`src/rtl/uart_rx.sv`:
```
// uart_rx: 8N1 serial receiver with 16x oversampling.
// The rx input is synchronized and then sampled near the middle of each bit.
// A good frame updates data and pulses valid for one cycle.
// A low stop bit pulses frame_err instead, and the receiver then waits for the
// line to return high before it will accept another start bit.
module uart_rx #(
  parameter int OVERSAMPLE = 16
) (
  input  logic       clk,
  input  logic       rst_n,
  input  logic       tick,
  input  logic       rx,
  output logic [7:0] data,
  output logic       valid,
  output logic       frame_err,
  output logic       busy
);

  localparam int CW = $clog2(OVERSAMPLE);
  localparam logic [CW-1:0] HALF_LAST = CW'(OVERSAMPLE / 2 - 1);
  localparam logic [CW-1:0] BIT_LAST  = CW'(OVERSAMPLE - 1);

  typedef enum logic [2:0] {
    IDLE,
    START,
    DATA,
    STOP,
    WAIT_HIGH
  } state_t;

  state_t          state, state_nxt;
  logic            rx_meta, rx_s;
  logic [CW-1:0]   tick_cnt, tick_cnt_nxt;
  logic [2:0]      bit_idx, bit_idx_nxt;
  logic [7:0]      shreg, shreg_nxt;
  logic [7:0]      data_nxt;
  logic            valid_nxt, frame_err_nxt;

  // Two-flop synchronizer; resets to the idle-high line level so no false start appears.
  always_ff @(posedge clk or negedge rst_n) begin
    if (!rst_n) begin
      rx_meta <= 1'b1;
      rx_s    <= 1'b1;
    end else begin
      rx_meta <= rx;
      rx_s    <= rx_meta;
    end
  end

  // State, counters, shift register and registered outputs.
  always_ff @(posedge clk or negedge rst_n) begin
    if (!rst_n) begin
      state     <= IDLE;
      tick_cnt  <= '0;
      bit_idx   <= '0;
      shreg     <= '0;
      data      <= '0;
      valid     <= 1'b0;
      frame_err <= 1'b0;
    end else begin
      state     <= state_nxt;
      tick_cnt  <= tick_cnt_nxt;
      bit_idx   <= bit_idx_nxt;
      shreg     <= shreg_nxt;
      data      <= data_nxt;
      valid     <= valid_nxt;
      frame_err <= frame_err_nxt;
    end
  end

  // Next-state logic; nothing moves and no strobe is raised on cycles without a tick.
  always_comb begin
    state_nxt     = state;
    tick_cnt_nxt  = tick_cnt;
    bit_idx_nxt   = bit_idx;
    shreg_nxt     = shreg;
    data_nxt      = data;
    valid_nxt     = 1'b0;
    frame_err_nxt = 1'b0;

    if (tick) begin
      case (state)
        IDLE: begin
          if (!rx_s) begin
            state_nxt    = START;
            tick_cnt_nxt = '0;
            bit_idx_nxt  = '0;
          end
        end

        START: begin
          if (tick_cnt == HALF_LAST) begin
            tick_cnt_nxt = '0;
            bit_idx_nxt  = '0;
            if (!rx_s) begin
              state_nxt = DATA;
            end else begin
              state_nxt = IDLE;
            end
          end else begin
            tick_cnt_nxt = tick_cnt + CW'(1);
          end
        end

        DATA: begin
          if (tick_cnt == BIT_LAST) begin
            shreg_nxt    = {rx_s, shreg[7:1]};
            tick_cnt_nxt = '0;
            bit_idx_nxt  = bit_idx + 3'd1;
            if (bit_idx == 3'd7) begin
              state_nxt   = STOP;
              bit_idx_nxt = '0;
            end
          end else begin
            tick_cnt_nxt = tick_cnt + CW'(1);
          end
        end

        STOP: begin
          if (tick_cnt == BIT_LAST) begin
            tick_cnt_nxt = '0;
            bit_idx_nxt  = '0;
            if (rx_s) begin
              data_nxt  = shreg;
              valid_nxt = 1'b1;
              state_nxt = IDLE;
            end else begin
              frame_err_nxt = 1'b1;
              state_nxt     = WAIT_HIGH;
            end
          end else begin
            tick_cnt_nxt = tick_cnt + CW'(1);
          end
        end

        WAIT_HIGH: begin
          if (rx_s) begin
            state_nxt    = IDLE;
            tick_cnt_nxt = '0;
            bit_idx_nxt  = '0;
          end
        end

        default: begin
          state_nxt    = IDLE;
          tick_cnt_nxt = '0;
          bit_idx_nxt  = '0;
        end
      endcase
    end
  end

  assign busy = (state != IDLE);

endmodule

```
`config.mk`:
```
export PLATFORM = sky130hd
export DESIGN_NAME = uart_rx
export DESIGN_NICKNAME = d
export VERILOG_FILES = /design/src/rtl/uart_rx.sv
export SDC_FILE = /design/constraint.sdc
export NUM_CORES = 1
export LEC_CHECK = 0
export ABC_AREA = 1
export BUFFER_PORTS_ARGS = -buffer_cell sky130_fd_sc_hd__buf_4
export CORE_MARGIN = 1.5
export CORE_UTILIZATION = 40
export CTS_CLUSTER_SIZE = 24
export DETAILED_ROUTE_END_ITERATION = 8
export SYNTH_ARGS = -nofsm -noshare
export SYNTH_HDL_FRONTEND = slang
export SYNTH_SLANG_ARGS = --single-unit
```
`constraint.sdc`:
```
create_clock -name clk -period 2.44 [get_ports clk]
set_clock_uncertainty 0.2 [all_clocks]
set_input_delay 0.366 -clock clk [delete_from_list [all_inputs] [get_ports clk]]
set_output_delay 0.366 -clock clk [all_outputs]
set_load 0.03 [all_outputs]
```
After elaboration in Yosys (flattened, before gate mapping)
Cells that the tools add are included.

operators by class
  muxes and demuxes = 28
  reduce and logical (&&, ||, !) cells = 8
  equality and inequality tests = 13
  add/subtract/negate cells = 2

operator list
  cell                 count
  $mux 3               12
  $pmux 3 s5           2
  $mux 4               4
  $pmux 4 s4           1
  $ne 2x2->1 const B   6
  $mux 1               8
  $reduce_and 7->1     1
  $eq 3x2->1 const B   2
  $eq 3x3->1 const B   2
  $reduce_and 3->1     2
  $reduce_and 6->1     1
  $add 4x1->4 const B  1
  $eq 4x3->1 const B   1
  $eq 4x4->1 const B   1
  $reduce_and 4->1     1
  $add 3x1->3 const B  1
  $eq 3x1->1 const B   1
  $logic_not 3->1      1
  $reduce_bool 3->1    1
  $mux 2               1
  $reduce_or 2->1      1

storage, ports and cells
  register bits after elaboration = 30
  output and inout port bits = 11
  input bits = 4
  logic and storage cells = 60

Depth between registers and ports, before layout
Gate-level depths: netlist of run 1.

  word-level depth = 4
  gate-level depth with buffers = 10
  depth with buffers taken out = 9

Worst setup path before layout of run 1
No wires, ideal clock.

  kind = register to register
  start = register tick_cnt[0]
  end = register data[3]
  setup time = 0.119 ns
  period minus slack after synthesis = 1.604 ns
  data arrival time = 1.285 ns
  buffers on the path = 1
  setup slack = 0.836 ns
  cell stages (with the launch flop) = 8
  required time = 2.121 ns
  cell sequence = dfrtp_1 > ha_1 > nand3_1 > nor2_4 > nand4_4 > buf_6 > nand2_1 > o21ai_2

between the ends
  cells in the longest elaborated chain, start to end = 2

ends and longest elaborated chain
  element                            line  text
  start: declaration                 33    logic [CW-1:0] tick_cnt, tick_cnt_nxt;
  start signal: assignment           62    tick_cnt <= tick_cnt_nxt;
  $eq 4x4->1                         120   if (tick_cnt == BIT_LAST) begin
  $reduce_and 4->1 (no source line)  -
  end signal: assignment             65    data <= data_nxt;
  end: declaration                   13    output logic [7:0] data,

Every way passes these cells.
A chain may end at the register's enable or synchronous reset.

Worst setup path after layout of run 1
  start = register state[0]
  end = output busy

between the ends
  cells in the longest elaborated chain, start to end = 1

ends and longest elaborated chain
  element                   line  text
  start: declaration        31    state_t state, state_nxt;
  start signal: assignment  61    state <= state_nxt;
  $reduce_bool 3->1         153   assign busy = (state != IDLE);
  end: declaration          16    output logic busy

Every way passes these cells.

==> key figures, run 1 <==
Clocking
  – Clk_lat worst skew: roughly 0.33 ns
  – Clock transition at path regs: approximately 0.1 ns
  – Buffer depth of the longest clock path: 2
  – CTS tree: done
  – Clock Sinks: 30
  – Root buffer cell: clkbuf_4
  – Postcts setup bufs: 0
  – H-tree Lvls: 2
  – CTS Buf Count: 5

Drt
  – Vias/cell: 4.54
  – Via count: ~1000
  – First DRT Iteration DRCs: 44
  – DRC Markers: 0
  – Final wirelength: 2440 um
  – Antenna Nets Post-Route: 0
  – Drt first pass iters: 4
  – Wire per inst: around 11 um

Layout
  – Share of cells above drive strength 1: 0.333
  – Area growth syn-to-layout: 14.7%
  – Most frequent cells in the layout: 41 x nand2_1, 28 x dfrtp_1, 16 x inv_1, 15 x o21ai_2, 14 x buf_4
  – Ant diodes: 0
  – Commonest non-fill, non-tap cell in the layout: nand2_1
  – Fill count: 319
  – Layout Nets: 177

GRT
  – Antenna violations before repair: 0
  – Total GRT Usage: 0.144
  – Global-route wire length before repair: 4410 um
  – Number of global-route vias before repair: slightly below 1000
  – Grt ovf: 0
  – Largest net degree at the start of global routing: 31

Floorplan
  – Die X: approximately 63 um
  – Rows: 21
  – Core Area: approximately 3400 um^2
  – Die area: 3990 um^2
  – IO Pins: 15
  – Chip height: 63.2 um
  – Initial Utilization: 0.424

STA
  – Min cycle time layout: about 1.8 ns
  – Hold Slack: about 0.16 ns
  – Pins Over Slew Limit: 0
  – Unrepaired setup endpoints after global routing: false
  – Final period util: 0.755
  – Max Freq: ~540 MHz
  – Endpoints failing setup: 0
  – Worst-margin pin slew: between 0.3 and 0.4 ns
  – Final Hold Viols: 0
  – Setup TNS: 0 ns
  – Slew HR: 0.737

Run
  – Maximum Capacitance Violations: 0

Place
  – DP HPWL: around 1700 um
  – Routability-driven placement congestion ratio: roughly 0.85
  – IO buf count: 14

Yosys
  – Yosys cell types: 25
  – Synth area leader: dfrtp_1
  – Synth area leaders: dfrtp_1 48%, nand2_1 11%, o21ai_2 9.1%, inv_1 4.1%, dfstp_2 3.6%
  – Syn avg cell area: about 9.7 um^2
  – Seq/Total Area, Yosys: 0.520
  – Synth Register Bits: 30
  – Yosys Warn Count: 0
  – Syn Std Cell Area: 1450 um^2
  – Post-Synthesis Cells: 150
  – Synthesized Nets: 157
  – Share of the synthesized area in the top cell type: 0.484

Critical path
  – WP buf/inv: 1
  – R2r startpoint: tick_cnt[0]
  – Crit path max-delay family: flip-flops
  – Req. time, crit path: between 1.5 and 2 ns
  – Capture point of the worst reg-to-reg path: data[1]
  – Worst path max stage delay: between 0.5 and 0.6 ns
  – Crit Path Class: reg -> out
  – Cell at the slowest stage of the critical path: dfrtp_1
  – Reg2reg setup slack: 0.66 ns
  – CP Max Fanout: 7
  – FF-to-FF path depth: 6
  – Crit path cell chain: nor2_4 -> nand2_1 -> buf_4
  – CP startpoint kind: register
  – WP data arrival: approximately 1.3 ns
  – Worst setup EP type: output port

Power and ir drop
  – Worst VDD drop: roughly 0.00036 V
  – Leak pwr: 0.814 nW
  – Pwr per Cell Area: approximately 690 nW/um^2

Min path
  – Startpoint of the worst hold path: rx_meta
  – Hold/Removal Path Class: reg -> reg
  – Hold path depth: 0
  – Worst hold endpoint: rx_s

Status
  – Status: finished clean
[layout make-up]
| cell class | instances | area [um^2] | share of cell area |
|---|---|---|---|
| clock buffer | 7 | 55.1 | 0.0332 |
| clock inverter | 1 | 5.00 | 0.00301 |
| inverter | 20 | 80.1 | 0.0482 |
| multi-input combinational | 97 | 584 | 0.352 |
| sequential | 30 | 753 | 0.454 |
| tap | 46 | 57.6 | 0.0347 |
| timing repair buffer | 16 | 125 | 0.0754 |
[synthesized netlist by cell type]
| library cell | count |
|---|---|
| nor3_1 | 2 |
| nor2_1 | 5 |
| a31oi_1 | 1 |
| nand3_2 | 1 |
| dfrtp_1 | 28 |
| nand4_4 | 1 |
| dfstp_2 | 2 |
| o21ai_1 | 3 |
| inv_2 | 3 |
| nand2_2 | 3 |
| o22ai_2 | 1 |
| a21oi_1 | 2 |
| nand2_1 | 41 |
| a22o_1 | 1 |
| nand2_4 | 2 |
| inv_1 | 16 |
| buf_6 | 2 |
| buf_4 | 1 |
| o21ai_2 | 15 |
| nor2_4 | 3 |
| ha_1 | 3 |
| nor2_2 | 4 |
| nand3_1 | 8 |
| clkinv_4 | 1 |
| xor2_1 | 1 |
[registers in the layout, summed over array words and instances (netlist names)]
signal / count
state: 3
rx_s: 1
bit_idx: 3
shreg: 8
tick_cnt: 4
rx_meta: 1
valid: 1
frame_err: 1
data: 8
[routing by layer]
layer  global-route usage  wire length, um  vias to the layer above
met5                    0                0                        -
met4               0.0750               51                        0
met3               0.0536              108                        6
met2                0.215             1090                       16
met1                0.182             1190                      446
li1                     -                -                      517
[logic make-up after synthesis]
kind of cell	share of synthesized area
AOI/OAI and AO/OA	0.127
xor gates and xnor gates	0.00605
adders and majority gates	0.0259
buffers and inverters	0.0761
DFF	0.520
and+or+nand+nor	0.245
[how the worst max path moves through the flow]
stage                start      end  slack (ns)  depth (start not counted)
6_report          state[0]     busy        0.60                          3
3_3_place_gp   tick_cnt[0]  data[7]        0.73                          6
5_1_grt        tick_cnt[0]  data[0]        0.48                          7
3_5_place_dp   tick_cnt[0]  data[2]        0.67                          6
4_1_cts           state[0]     busy        0.58                          3
2_1_floorplan  tick_cnt[0]  data[3]        0.84                          7
[report_power, final]
part / internal (W) / leakage (nW) / switching, W
clock network: 0.000139 / 0.0353 / 0.000172
logic: 0.0000906 / 0.383 / 0.000120
registers: 0.000560 / 0.396 / 0.0000568
total: 0.000790 / 0.814 / 0.000349
[metrics by stage]
stage | utilization | total power [W] | instance area, um^2 | std cells | setup slack, ns
after global routing | 0.486 | 0.00122 | 1660 | 217 | 0.478
final | 0.486 | 0.00114 | 1660 | 217 | 0.598
after global placement | 0.463 | 0.000823 | 1580 | 207 | 0.733
after floorplan | - | 0.000782 | 1450 | 150 | 0.836
after detailed placement | 0.463 | 0.000837 | 1580 | 207 | 0.670
after CTS | 0.486 | 0.00115 | 1660 | 217 | 0.576
[worst reg2reg max path: stages (launching register included)]
cell and delay (ns):
dfrtp_1 0.42, ha_1 0.24, nand3_1 0.16, nor2_4 0.17, nand4_4 0.26, nand2_1 0.17
o21ai_2 0.06
[timing repair]
action | 4_1_cts | 5_1_grt
hold endpoints to repair | 29 | 0
gates resized for setup | 0 | 0
hold buffers | 2 | 0
endpoints found under the setup margin | 0 | 0
Power figures use the tool's default switching activity.
==> run 2: changes to the inputs <==
--- a/config.mk
+++ b/config.mk
@@ -5,7 +5,7 @@
 export SDC_FILE = /design/constraint.sdc
 export NUM_CORES = 1
 export LEC_CHECK = 0
-export ABC_AREA = 1
+export ABC_AREA = 0
 export BUFFER_PORTS_ARGS = -buffer_cell sky130_fd_sc_hd__buf_4
 export CORE_MARGIN = 1.5
 export CORE_UTILIZATION = 40
==> constraint.sdc (replaced) <==
create_clock -name clk -period 1.8 [get_ports clk]
set_clock_uncertainty 0.2 [all_clocks]
set_input_delay 0.27 -clock clk [delete_from_list [all_inputs] [get_ports clk]]
set_output_delay 0.27 -clock clk [all_outputs]
set_load 0.03 [all_outputs]
==> key figures, run 2 <==
Clocking
  – CTS Buf Count: 5 (unchanged)
  – Clock transition at path regs: 0.09 ns (was 0.10 ns)
  – CTS tree: done (unchanged)
  – Clock Sinks: 30 (unchanged)
  – H-tree Lvls: 2 (unchanged)
  – Clk_lat worst skew: 0.32 ns (was 0.33 ns)
  – Buffer depth of the longest clock path: 2 (unchanged)
  – Root buffer cell: clkbuf_4 (unchanged)

GRT
  – Grt ovf: 0 (unchanged)
  – Total GRT Usage: 0.170 (was 0.144)
  – Largest net degree at the start of global routing: 31 (unchanged)
  – Global-route wire length before repair: 4610 um (was 4410 um)
  – Antenna violations before repair: 0 (unchanged)
  – Number of global-route vias before repair: 1013 (was 972)

Drt
  – DRC Markers: 0 (unchanged)
  – Antenna Nets Post-Route: 0 (unchanged)
  – First DRT Iteration DRCs: 39 (was 44)
  – Vias/cell: 4.95 (was 4.54)
  – Drt first pass iters: 4 (unchanged)
  – Wire per inst: 14.2 um (was 11.3 um)
  – Final wirelength: 2800 um (was 2440 um)
  – Via count: 976 (was 985)

Critical path
  – WP data arrival: 1.85 ns (was 1.28 ns)
  – Crit path cell chain: ha_2 -> and2_4 -> nand4_4 -> nor2_4 -> buf_12 -> mux2_4 (was nor2_4 -> nand2_1 -> buf_4)
  – WP buf/inv: 1 (unchanged)
  – CP startpoint kind: register (unchanged)
  – Req. time, crit path: 1.81 ns (was 1.87 ns)
  – FF-to-FF path depth: 6 (unchanged)
  – CP Max Fanout: 8 (was 7)
  – Worst path depth: 6 (was 3)
  – Worst path max stage delay: 0.39 ns (was 0.53 ns)
  – Crit Path Class: reg -> reg (was reg -> out)
  – Cell at the slowest stage of the critical path: dfrtp_1 (unchanged)
  – Crit path max-delay family: simple AND/OR/NAND/NOR gates (was flip-flops)
  – Worst setup EP type: register (was output port)

Layout
  – Final Non-Filler Cells: 197 (was 217)
  – Final instance area: 1890 um^2 (was 1660 um^2)
  – Layout Nets: 158 (was 177)
  – Area growth syn-to-layout: 36.5% (was 14.7%)
  – Commonest non-fill, non-tap cell in the layout: buf_4 (was nand2_1)
  – Utilization after layout: 0.565 (was 0.486)
  – Biggest registers after layout: data (8), shreg (8), tick_cnt (4) (unchanged)
  – Share of cells above drive strength 1: 0.470 (was 0.333)
  – Most frequent cells in the layout: 34 x buf_4, 26 x dfrtp_1, 11 x mux2_4, 7 x nand2_1, 7 x mux2_1 (was 41 x nand2_1, 28 x dfrtp_1, 16 x inv_1, 15 x o21ai_2, 14 x buf_4)
  – Ant diodes: 0 (unchanged)

STA
  – Final period util: 1.02
  – Final Worst Setup Slack: -0.0351 ns (was 0.598 ns)
  – Unrepaired setup endpoints after global routing: true (was false)
  – Hold Slack: 0.161 ns (was 0.159 ns)
  – Slew HR: 0.745 (was 0.737)
  – Endpoints failing setup: 9 (was 0)
  – Max Freq: between 500 and 600 MHz
  – Worst-margin pin slew: 0.382 ns (was 0.395 ns)
  – Pins Over Slew Limit: 0 (unchanged)
  – Final Hold Viols: 0 (unchanged)
  – Min cycle time layout: 1.84 ns

Power and ir drop
  – Total power: 0.00209 W (was 0.00114 W)
  – Register share of total power: 0.381 (was 0.542)
  – Net Sw Frac: 0.306 (about the same)
  – Combinational power share: 0.356 (was 0.185)
  – Pwr per Cell Area: 1110 nW/um^2 (was 686 nW/um^2)
  – Leak pwr: 0.952 nW (was 0.814 nW)
  – Clk pwr share: 0.263 (was 0.274)
  – Worst VDD drop: 0.000477 V (was 0.000356 V)
  – Cell Int Power: 0.00145 W (was 0.000790 W)
  – Psw: 0.000641 W (was 0.000349 W)

Floorplan
  – IO Pins: 15 (unchanged)
  – Initial Utilization: 0.414 (was 0.424)
  – Die area: 3810 um^2 (was 3990 um^2)
  – Chip height: 61.8 um (was 63.2 um)
  – Die X: 61.8 um (was 63.2 um)
  – Core Area: 3340 um^2 (was 3420 um^2)
  – Rows: 21 (unchanged)

Min path
  – Hold path depth: 0 (unchanged)
  – Hold/Removal Path Class: reg -> reg (unchanged)

Yosys
  – Synth Register Bits: 30 (unchanged)
  – Yosys Warn Count: 0 (unchanged)
  – Synthesized Nets: 115 (was 157)
  – Post-synth EDFFs: 0 (unchanged)
  – Yosys cell types: 40 (was 25)
  – Share of the synthesized area in the top cell type: 0.507 (was 0.484)
  – Top cells by count, synth: 28 x dfrtp_1, 16 x mux2_1, 7 x nand2_1, 7 x o21ai_1 (was 41 x nand2_1, 28 x dfrtp_1, 16 x inv_1)
  – Ys flop type: dfrtp_1 (unchanged)
  – Count leader, synth: dfrtp_1 (was nand2_1)
  – Syn Std Cell Area: 1380 um^2 (was 1450 um^2)
  – Post-Synthesis Cells: 108 (was 150)
  – Syn avg cell area: 12.8 um^2 (was 9.65 um^2)
  – Synth area leaders: dfrtp_1 51%, mux2_1 13%, dfstp_2 3.8%, ha_1 2.7%, o21ai_1 2.5% (was dfrtp_1 48%, nand2_1 11%, o21ai_2 9.1%, inv_1 4.1%, dfstp_2 3.6%)
  – Seq/Total Area, Yosys: 0.545 (was 0.520)
  – Share of flip-flops with an asynchronous set or reset: 1.00 (unchanged)
  – Synth area leader: dfrtp_1 (unchanged)

Status
  – Failing checks: negative setup slack
  – Status: finished with violations (was finished clean)

Place
  – Placed insts: 178 (was 207)
  – DP HPWL: 1760 um (was 1730 um)
  – DP Area: 1640 um^2 (was 1580 um^2)
  – Routability-driven placement congestion ratio: 0.877 (was 0.851)
  – IO buf count: 14 (unchanged)

Run
  – Maximum Capacitance Violations: 0 (unchanged)
run 2: cell types whose count changed after synthesis, sizes merged, moves of 2 or more:
cell	before	now
a211oi	0	2
inv	19	1
mux2	0	18
nand2	46	7
nand2b	0	3
nand3	9	4
nor2	12	7
o21ai	18	8
xnor2	0	2
run 2: per-layer routing:
| layer | part of all wire | GRT usage | wire length, um |
|---|---|---|---|
| met5 | 0 | 0 | 0 |
| met4 | 0.020 | 0.0942 | 57 |
| met3 | 0.035 | 0.0435 | 99 |
| met2 | 0.47 | 0.274 | 1310 |
| met1 | 0.48 | 0.209 | 1330 |
run 2: power by group through the flow:
stage | clock network (W) | logic [W] | registers, W
2_1_floorplan | 0 | 0.000365 | 0.000794
6_report | 0.000550 | 0.000745 | 0.000798
4_1_cts | 0.000560 | 0.000647 | 0.000800
5_1_grt | 0.000590 | 0.000823 | 0.000804
3_5_place_dp | 0 | 0.000582 | 0.000820
3_3_place_gp | 0 | 0.000566 | 0.000820
run 2: area by class of cell:
type / instances / area, um^2
repair buffers: 40 / 329
clock buffers: 6 / 51.3
inverters: 1 / 3.75
clock inverters: 1 / 30.0
fillers: 301 / 1450
well taps: 46 / 57.6
flip-flops and latches: 30 / 756
multi-input cells: 73 / 658
run 2: stage by stage:
stage	worst slack, ns	TNS (ns)
2_1_floorplan	-0.0130	-0.121
3_3_place_gp	0.0133	0
3_5_place_dp	-0.0789	-0.555
4_1_cts	-0.0191	-0.0191
5_1_grt	-0.0800	-0.997
6_report	-0.0351	-0.242
run 2: path summary, 6_finish.rpt:
kind / startpoint / slack, ns / endpoint
max: tick_cnt[0] / -0.04 / shreg[5]
min: rx_meta / 0.16 / rx_s
max reg2reg: tick_cnt[0] / -0.04 / shreg[5]
min reg2reg: rx_meta / 0.16 / rx_s
max in group asynchronous: rst_n / 0.88 / rx_meta
min in group asynchronous: rst_n / 0.20 / data[0]
run 2: kinds of logic after synthesis:
group,share of synthesized area
xor gates and xnor gates,0.0127
adders and majority gates,0.0272
buffers and inverters,0.0154
AOI/OAI and AO/OA,0.0942
DFF,0.545
and+or+nand+nor,0.153
muxes,0.152
run 2: timing repair:
action	in CTS	in global routing
setup endpoints to repair	9	22
pin swaps	4	3
buffers inserted	7	4
hold buffers	2	0
resized for setup	4	13
hold endpoints to repair	31	0
